==> src/rtl/bounce_gen.sv <==
// Mechanical-button emulator: one press/hold/release sequence per accepted start, with bounce segments.
// Define BOUNCE_GEN_LFSR_EN for pseudo-random segment lengths; otherwise every segment is BOUNCE_MAX cycles.
module bounce_gen #(
  parameter int unsigned BOUNCES     = 4,
  parameter int unsigned HOLD_CYCLES = 1000,
  parameter int unsigned BOUNCE_MAX  = 8
) (
  input  logic clk,
  input  logic rst,
  input  logic start,
  output logic btn_out,
  output logic busy,
  output logic done
);

  localparam int unsigned CNT_W  = $clog2(BOUNCE_MAX + 1);
  localparam int unsigned HOLD_W = $clog2(HOLD_CYCLES + 1);
  localparam logic [4:0] LAST_SEG = (BOUNCES == 0) ? 5'd0 : 5'(2 * BOUNCES - 1);
  localparam logic [HOLD_W-1:0] HOLD_LOAD = HOLD_W'(HOLD_CYCLES - 1);

  typedef enum logic [1:0] {IDLE, PRESS, HOLD, RELEASE} state_t;

  state_t            state, state_n;
  logic [CNT_W-1:0]  seg_cnt, seg_cnt_n, seg_load;
  logic [4:0]        seg_idx, seg_idx_n;
  logic [HOLD_W-1:0] hold_cnt, hold_cnt_n;
  logic              btn_n, busy_n, done_n;

`ifdef BOUNCE_GEN_LFSR_EN
  logic [7:0] lfsr;

  always_ff @(posedge clk or posedge rst) begin
    if (rst)       lfsr <= 8'hA5;
    else if (busy) lfsr <= {lfsr[6:0], lfsr[7] ^ lfsr[5] ^ lfsr[4] ^ lfsr[3]};
  end

  // Counter holds remaining cycles minus one, so the load is I-1 = lfsr mod BOUNCE_MAX.
  assign seg_load = CNT_W'(lfsr % 8'(BOUNCE_MAX));
`else
  assign seg_load = CNT_W'(BOUNCE_MAX - 1);
`endif

  always_comb begin
    state_n    = state;
    seg_cnt_n  = seg_cnt;
    seg_idx_n  = seg_idx;
    hold_cnt_n = hold_cnt;
    btn_n      = btn_out;
    busy_n     = busy;
    done_n     = 1'b0;
    case (state)
      IDLE: begin
        btn_n  = 1'b0;
        busy_n = 1'b0;
        // done high marks the completion cycle; a start landing there is dropped.
        if (start && !done) begin
          busy_n = 1'b1;
          btn_n  = 1'b1;
          if (BOUNCES == 0) begin
            state_n    = HOLD;
            hold_cnt_n = HOLD_LOAD;
          end else begin
            state_n   = PRESS;
            seg_idx_n = '0;
            seg_cnt_n = seg_load;
          end
        end
      end
      PRESS: begin
        if (seg_cnt != '0) begin
          seg_cnt_n = seg_cnt - 1'b1;
        end else if (seg_idx == LAST_SEG) begin
          state_n    = HOLD;
          hold_cnt_n = HOLD_LOAD;
          btn_n      = 1'b1;
        end else begin
          seg_idx_n = seg_idx + 5'd1;
          seg_cnt_n = seg_load;
          btn_n     = ~btn_out;
        end
      end
      HOLD: begin
        if (hold_cnt != '0) begin
          hold_cnt_n = hold_cnt - 1'b1;
        end else if (BOUNCES == 0) begin
          state_n = IDLE;
          btn_n   = 1'b0;
          busy_n  = 1'b0;
          done_n  = 1'b1;
        end else begin
          state_n   = RELEASE;
          seg_idx_n = '0;
          seg_cnt_n = seg_load;
          btn_n     = 1'b0;
        end
      end
      RELEASE: begin
        if (seg_cnt != '0) begin
          seg_cnt_n = seg_cnt - 1'b1;
        end else if (seg_idx == LAST_SEG) begin
          state_n = IDLE;
          btn_n   = 1'b0;
          busy_n  = 1'b0;
          done_n  = 1'b1;
        end else begin
          seg_idx_n = seg_idx + 5'd1;
          seg_cnt_n = seg_load;
          btn_n     = ~btn_out;
        end
      end
      default: state_n = IDLE;
    endcase
  end

  always_ff @(posedge clk or posedge rst) begin
    if (rst) begin
      state    <= IDLE;
      seg_cnt  <= '0;
      seg_idx  <= '0;
      hold_cnt <= '0;
      btn_out  <= 1'b0;
      busy     <= 1'b0;
      done     <= 1'b0;
    end else begin
      state    <= state_n;
      seg_cnt  <= seg_cnt_n;
      seg_idx  <= seg_idx_n;
      hold_cnt <= hold_cnt_n;
      btn_out  <= btn_n;
      busy     <= busy_n;
      done     <= done_n;
    end
  end

endmodule

==> config.mk <==
export PLATFORM = sky130hd
export DESIGN_NAME = bounce_gen
export DESIGN_NICKNAME = d
export VERILOG_FILES = /design/src/rtl/bounce_gen.sv
export SDC_FILE = /design/constraint.sdc
export NUM_CORES = 1
export LEC_CHECK = 0
export ABC_CLOCK_PERIOD_IN_PS = 2800
export CAP_MARGIN = 20
export CORE_MARGIN = 4
export CORE_UTILIZATION = 55
export CTS_CLUSTER_SIZE = 8
export DETAILED_ROUTE_END_ITERATION = 10
export GPL_TIMING_DRIVEN = 0
export PLACE_DENSITY = 0.73
export SETUP_SLACK_MARGIN = 0.05
export SLEW_MARGIN = 0
export SYNTH_ARGS = -nofsm -noshare
export SYNTH_HDL_FRONTEND = slang
export SYNTH_SLANG_ARGS = --single-unit
==> constraint.sdc <==
create_clock -name clk -period 2.8 [get_ports clk]
set_input_delay 0.42 -clock clk [delete_from_list [all_inputs] [get_ports clk]]
set_output_delay 0.42 -clock clk [all_outputs]
set_load 0.05 [all_outputs]
# Yosys cells after proc, flatten, opt, wreduce, memory -nomap -nowiden
# Cells that the tools add are included.
dict set report word_totals {
  ff_bits 24
  in_bits 3
  out_inout_bits 3
  word_cells 73
}
dict set report op_classes {
  addsub 3
  n_eq_ne 14
  mux 34
  n_bitwise 1
  reduce_logical 14
}
# cell count
set ops {}
lappend ops {{10-bit 2-to-1 mux} 3}
lappend ops {{5-bit 2-to-1 mux} 4}
lappend ops {{10-bit one-hot mux with 2 select lines} 1}
lappend ops {{2-bit != test (second input constant)} 9}
lappend ops {{4-bit 2-to-1 mux} 4}
lappend ops {{5-bit one-hot mux with 3 select lines} 1}
lappend ops {{2-bit 2-to-1 mux} 6}
lappend ops {{4-bit one-hot mux with 3 select lines} 1}
lappend ops {{1-bit 2-to-1 mux} 11}
lappend ops {{10-bit nonzero test} 1}
lappend ops {{10-bit by 1-bit subtractor with 10-bit output (second input constant)} 1}
lappend ops {{3-bit AND reduction} 3}
lappend ops {{2-bit one-hot mux with 4 select lines} 1}
lappend ops {{4-bit AND reduction} 2}
lappend ops {{6-bit AND reduction} 1}
lappend ops {{5-bit by 1-bit adder with 5-bit output (second input constant)} 1}
lappend ops {{5-bit by 3-bit == test with 1-bit output (second input constant)} 1}
lappend ops {{2-bit == test (second input constant)} 2}
lappend ops {{1-bit one-hot mux with 4 select lines} 1}
lappend ops {{2-bit nonzero test} 2}
lappend ops {{4-bit nonzero test} 1}
lappend ops {{4-bit by 1-bit subtractor with 4-bit output (second input constant)} 1}
lappend ops {{3-bit != test (second input constant)} 1}
lappend ops {{2-bit by 1-bit == test with 1-bit output (second input constant)} 1}
lappend ops {{other kinds (6)} 6}

# Logic depth before layout (Yosys ltp)
dict set report depth {
  word_depth 4
  depth_mapped 7
}

# Least setup slack after synthesis
# Ideal clock, no wire load.
dict set report synth_timing {
  path_type {reg-to-reg}
  start {register seg_cnt[0]}
  end {register hold_cnt[3]}
  arrival_time_ps 2034
  required_time_ps 2722
  path_slack_ps 688
  stages_incl_launch_ff 8
  n_path_buf 1
  period_less_slack_ps 2112
  path_cell_list {dfrtp_1 > inv_1 > ha_1 > nor3b_2 > a21boi_0 > clkbuf_1 > or4_2 > a21oi_1}
}
dict set report synth_between {
  elab_chain_cells 3
}
# item line_no
set synth_rtl {}
lappend synth_rtl {{start: declaration} 24} ;# logic [CNT_W-1:0] seg_cnt, seg_cnt_n, seg_load;
lappend synth_rtl {{start signal: assignment} 126} ;# seg_cnt <= seg_cnt_n;
lappend synth_rtl {{4-bit nonzero test} 70} ;# if (seg_cnt != '0) begin
lappend synth_rtl {{2-bit != test (no line)} n/a}
lappend synth_rtl {{4-bit AND reduction (no line)} n/a}
lappend synth_rtl {{end signal: assignment} 128} ;# hold_cnt <= hold_cnt_n;
lappend synth_rtl {{end: declaration} 26} ;# logic [HOLD_W-1:0] hold_cnt, hold_cnt_n;
# No other way between the ends.
# A chain may end at the register's enable or synchronous reset.

# Worst setup path after layout
# Ends and elaborated chain as after synthesis.

==> summary.txt <==
status - finished clean
simple logic cell fraction of the synthesized area - 23.83%
Setup CP Type - reg -> reg
final hold vios - 0
crit-path cells - inv_1, ha_1, nor3b_2, a21boi_0, clkbuf_1, or4_2, a21oi_1
ratio of cells with drive above 1 in the final layout - 14.37%
Worst setup SP type - flip-flop
H-tree levels - 1
diode count - 0
met1 Track Usage GR - 29.65%
internal cell power - 429.0 µW
end of the worst register-to-register path - hold_cnt[3]$_DFFE_PP0P_
post-CTS setup buffers - 0
number of DRC violations after detailed-routing iteration 0 - 74
clock skew - 0.002645 ns
Tot GR Track Use - 21.08%
period utilization - 90.78%
Max Cap Viol - 0
Slew HR - 39.70%
Hold Buf Count CTS - 0
largest family of logic cells by synthesized area - simple AND/OR/NAND/NOR gates
Worst Setup EP - hold_cnt[3]$_DFFE_PP0P_
Tmin final - 2.542 ns
post-route cell area - 0.001642 mm²
Combinational Power Share - 1.8%
hold depth - 1
Reg2Reg Setup Slack - 0.26 ns
Peak VDD IR - 0.3295 mV
die area - 0.003664 mm²
port bufs - 5
Leak - 0.0007300 µW
DIE WIDTH - 60.53 µm
GR Util met2 - 33.02%
Synth top cells by count - dfrtp_1 (24), inv_1 (10), a31oi_1 (8)
post-synthesis sequential area ratio - 39.57%
router iterations before antenna repair - 4
Post-Syn Nets - 161
gr busiest metal - met2
Fin Setup TNS - 0 ns
IO Count - 6
Clock transition at path regs - 0.14 ns
antenna violations before repair - 0
Final HPWL DP - 2332 µm
final net count - 171
first-pass GRT wire length - 5733 µm
Synth top area share - 39.57%
Slowest Stage Delay on Critical Path - 0.67 ns
ranking of synthesized cells by area - dfrtp_1 (40%), ha_1 (5.8%), a31oi_1 (3.3%), o31ai_1 (3.0%), inv_1 (2.5%)
asr flop ratio synth - 100.0%
Area Growth Syn to Fin - 8.161%
Synth Register Bits - 24
CP top delay family - simple AND/OR/NAND/NOR gates
placed cell count - 186
XOR/XNOR Fraction of Synth Area - 0%
ys flop type - dfrtp_1
num rows - 18
Final Max Tran Viols - 0
Avg Synthesized Cell Area - 10.05 µm²
Unique masters post-synth - 52
Remaining DRCs - 0
clock latency on the worst-skew pair - 0.32 ns
via count - 1,293
Synth Cell Area - 0.001518 mm²
Switching Fraction - 21.47%
cells after synthesis - 151
Final ANT Viol Nets - 0
Reg power frac - 63.5%
arrival time worst endpoint - 2.80 ns
filler instances - 206
Synth Warn # - 0
multi-input logic area - 854.6 µm²
Routed WL - 3269 µm
Clock Path Buffers - 2
DR vias/cell - 6.805
Placed Area - 0.001605 mm²
Post-CTS Resized - 0
Avg WL per Cell - 17.21 µm
complex-gate fraction of the synthesized area - 23.17%
CP Buf/Inv Count - 2
power per cell area - 332.8 mW/mm²
endpoint class of the critical path - flip-flop
GP Congestion - 0.8091
CP Launch Point - seg_cnt[0]$_DFFE_PP0P_
CP Depth - 7
Post-synth EDFFs - 0
vias in the first global route - 1,207
RR Startpoint - seg_cnt[0]$_DFFE_PP0P_
global route total overflow - 0
CTS tree - built
RSZ-0062 raised after global routing - false
CORE AREA - 0.002545 mm²
Fmax - 0.3934 GHz
count leader, synth - dfrtp_1
Switch Pwr - 117.3 µW
Design Power - 546.3 µW
worst hold path class - reg -> reg
Final Non-Filler Cells - 190
met3 global-route usage - 3.191%
CTS root buffer - clkbuf_4
Worst path slowest cell - or4_2
Num Clock Sinks - 24
Tightest Pin Transition - 0.9036 ns
Synth Area in Adders - 5.771%
Clock Power Share - 34.7%
endpoints failing setup - 0
multiplexer share of the synthesized area - 3.545%
Crit Path Max Fanout - 10
Chip Height - 60.53 µm
cell taking the most area after synthesis - dfrtp_1
Reg area - 600.6 µm²
pin count of the biggest net entering global routing - 25
initial core utilization - 59.64%
Critical Path RT - 3.06 ns
CTS Buf Count - 3
Reg2Reg Depth - 7
## kinds of logic (layout without fill, tap and decap cells)
family	after synthesis	in the layout
buffers and inverters	16	25
DFF	24	24
and+or+nand+nor	54	54
muxes	5	5
adders and majority gates	7	7
AOI/OAI and AO/OA	45	45
## metrics by stage
stage / hold slack (ns) / utilization (%) / setup WS, ns
detailed placement: 0.5118 / 63.08 / 0.3528
CTS: 0.5327 / 64.50 / 0.3055
global placement: 0.4915 / 63.08 / 0.4196
floorplan: 0.4346 / - / 0.6882
finish: 0.5390 / 64.50 / 0.2581
global route: 0.5568 / 64.50 / 0.1089
## worst min-delay path by stage
stage / startpoint / to
after global placement: seg_idx[4]$_DFFE_PP0P_ / seg_idx[4]$_DFFE_PP0P_
after detailed placement: seg_idx[4]$_DFFE_PP0P_ / seg_idx[4]$_DFFE_PP0P_
after global routing: seg_idx[4]$_DFFE_PP0P_ / seg_idx[4]$_DFFE_PP0P_
after CTS: seg_idx[4]$_DFFE_PP0P_ / seg_idx[4]$_DFFE_PP0P_
after floorplan: rst / btn_out$_DFFE_PP0P_
final: seg_idx[4]$_DFFE_PP0P_ / seg_idx[4]$_DFFE_PP0P_
## state kept, by name (all words and copies together) (netlist names)
| register | flops |
|---|---|
| state | 2 |
| seg_cnt | 4 |
| done | 1 |
| hold_cnt | 10 |
| busy | 1 |
| seg_idx | 5 |
| btn_out | 1 |
## layout make-up
| cell class | count | area share, % |
|---|---|---|
| flip-flops and latches | 24 | 36.59 |
| multi-input cells | 111 | 52.06 |
| repair buffers | 5 | 3.049 |
| well taps | 30 | 2.287 |
| inverters | 10 | 2.287 |
| plain buffers | 6 | 1.524 |
| clock buffers | 4 | 2.210 |
## power by group through the flow
stage	sequential, µW	combinational [µW]	clock (µW)
after CTS	347	10.6	193
after global placement	353	10.3	0
final	347	9.94	190
after detailed placement	353	10.6	0
after global routing	347	11.5	209
after floorplan	353	5.69	0
## worst register-to-register path: stages, from the launching register on
cell      delay (ns)
dfrtp_1         0.45
inv_1           0.07
ha_1            0.21
nor3b_2         0.44
a21boi_0        0.24
clkbuf_1        0.25
or4_2           0.67
a21oi_1         0.14
## layout by cell type (no fill, tap or decap), types with 5 or more instances in the layout
cell,instances
nor2_1,6
nor3_1,5
inv_1,10
ha_1,7
nand2_1,5
clkdlybuf4s50_1,5
a31oi_1,8
dfrtp_1,24
o21ai_0,5
nor4_1,5
o31ai_1,6
## per-layer routing
layer | part of all wire, % | wire length [µm] | vias to the layer above
met1 | 47 | 1535 | 636
met3 | 4.0 | 130 | 7
met4 | 1.6 | 51 | 0
met2 | 48 | 1553 | 35
met5 | 0 | 0 | -
li1 | - | - | 615
Power figures use the tool's default switching activity.
==> RTL change, RTL diff (same flow settings) <==
Compare `seg_idx` against `LAST_SEG` with >= in place of ==.
--- a/src/rtl/bounce_gen.sv
+++ b/src/rtl/bounce_gen.sv
@@ -99,3 +99,3 @@
           seg_cnt_n = seg_cnt - 1'b1;
-        end else if (seg_idx == LAST_SEG) begin
+        end else if (seg_idx >= LAST_SEG) begin
           state_n = IDLE;
Formal check against the unedited RTL: no difference found for any inputs over 10 cycles, from zero or initial values and one cycle with rst high; that may be too few to reach the edited logic, so the function may still have changed.
==> RTL change against the unedited design <==
  * Count of clock-buffer cells in the layout down 1
  * Worst setup slack better by 0.0085 ns
  * Area after synthesis down 3.8%
  * Total power shrank 5.8%
  * Clock power down 17%
  * Sequential cell count did not move
  * Final area down 4.3%
  * Wire length decreased by 7.7%
  * Critical path type unchanged
  * Largest power group unchanged
  * Via count shrank 7.7%
==> RTL change: results (changes against the unedited design) <==
| Metric | Value |
|---|---|
| Status | `complete, no violations (unchanged)` |
| Routability Congestion | `0.8465 (was 0.8091)` |
| Final nets | `174 (was 171)` |
| Share of cells above drive strength 1 | `0.06832 (was 0.1438)` |
| Leak Pwr | `0.7251 nW (was 0.7300 nW)` |
| Clk slew on worst S/H paths | `roughly 0.13 ns` |
| Worst endpoint data arrival time | `2.75 ns (was 2.80 ns)` |
| Vias in the first global route | `1154 (was 1207)` |
| Hold crit path type | `flop to flop (unchanged)` |
| Vias/cell | `6.251 (was 6.805)` |
| Worst Path Max Fanout | `9 (was 10)` |
| Post-synthesis sequential area ratio | `0.4113 (was 0.3957)` |
| Drt pass-1 iters | `4 (unchanged)` |
| Largest cells by area after synthesis | `dfrtp_1, ha_1, xnor2_1 (was dfrtp_1, ha_1, a31oi_1)` |
| Peak supply drop | `0.0002433 V (was 0.0003295 V)` |
| Tcrit/Tclk final | `0.9048 (was 0.9078)` |
| Worst slew pin tran | `0.9519 ns (was 0.9036 ns)` |
| Top cells by count, synth | `dfrtp_1, nor2_1, nand2_1 (was dfrtp_1, inv_1, a31oi_1)` |
| Net count after synthesis | `164 (was 161)` |
| Initial DRC count | `37 (was 74)` |
| Total track usage | `0.1938 (was 0.2108)` |
| Top FF cell, synth | `dfrtp_1 (unchanged)` |
| Routed wire length | `3.018 mm (was 3.269 mm)` |
| Port bufs | `5 (unchanged)` |
| Clock latency on the worst-skew pair | `0.32 ns (about the same)` |
| Post_cts resized | `0 (unchanged)` |
| Clock skew | `0.002858 ns (was 0.002645 ns)` |
| Area after DPL | `0.001548 mm² (was 0.001605 mm²)` |
| First-pass GRT wire length | `5.230 mm (was 5.733 mm)` |
| Synth unique cells | `48 (was 52)` |
| Post-CTS setup repair buffer count | `0 (unchanged)` |
| Half-perimeter wire length after detailed placement | `2.155 mm (was 2.332 mm)` |
| CTS Buffer Depth | `2 (unchanged)` |
## RTL change: cell types whose count changed in the layout (fill, tap and decap cells not counted), moves of 3 or more
| cell | delta |
|---|---|
| a31oi_1 | -4 |
| o21ai_0 | +3 |
| o22ai_1 | -4 |
| o31ai_1 | -5 |
| nor3b_1 | +3 |
| nor2_1 | +6 |
| nand2_1 | +5 |
| xnor2_1 | +7 |
| o21ai_1 | +5 |
## RTL change: cells by family (layout without fill, tap and decap cells)
logic type                 Yosys count  count (layout)  share of synthesized area
DFF                                 24              24                     0.4113
AOI/OAI and AO/OA                   38              38                     0.1825
xor gates and xnor gates             7               7                    0.04199
and+or+nand+nor                     57              57                     0.2262
muxes                                4               4                    0.02913
adders and majority gates            8               8                    0.06855
buffers and inverters               15              23                    0.04027
## RTL change: routing by layer
metal | vias up | track usage | share of wire
met5 | - | 0 | 0
met2 | 30 | 0.2964 | 0.45
li1 | 580 | - | -
met3 | 6 | 0.02832 | 0.040
met4 | 0 | 0.06646 | 0.014
met1 | 578 | 0.2798 | 0.49
## RTL change: layout make-up
type,count,area [µm²]
inverters,9,33.78
plain buffers,6,25.02
flip-flops and latches,24,600.6
well taps,30,37.54
repair buffers,5,50.05
fillers,218,929.6
multi-input cells,114,800.8
clock buffers,3,22.52
## RTL change: worst paths after layout
check	start	endpoint	slack [ns]	depth (start not counted)
max in group asynchronous	rst	seg_idx[0]	1.63	2
setup reg to reg	seg_cnt[0]	state[1]	0.27	7
setup / recovery	seg_cnt[0]	state[1]	0.27	7
hold / removal	busy	busy	0.52	1
min in group asynchronous	rst	seg_idx[2]	0.60	2
hold reg to reg	busy	busy	0.52	1
## RTL change: worst max-delay path: stages, from the launching register on
cell and delay (ns):
dfrtp_1 0.44, inv_1 0.08, ha_1 0.20, or3b_1 0.34
buf_2 0.17, o41a_1 0.54, nor3_2 0.31, mux2_1 0.34
## RTL change: where the power goes
part	internal, mW	switching (mW)
Combinational	0.00267	0.00772
Sequential	0.347	0
Clock	0.0505	0.107
## RTL change: per-stage QoR
step	setup WS, ns	instances	util	hold slack (ns)
global route	0.09242	191	0.6281	0.5517
floorplan	0.5320	153	-	0.4346
detailed placement	0.3096	188	0.6191	0.4910
finish	0.2665	191	0.6281	0.5183
global placement	0.3192	188	0.6191	0.4745
CTS	0.2946	191	0.6281	0.5268
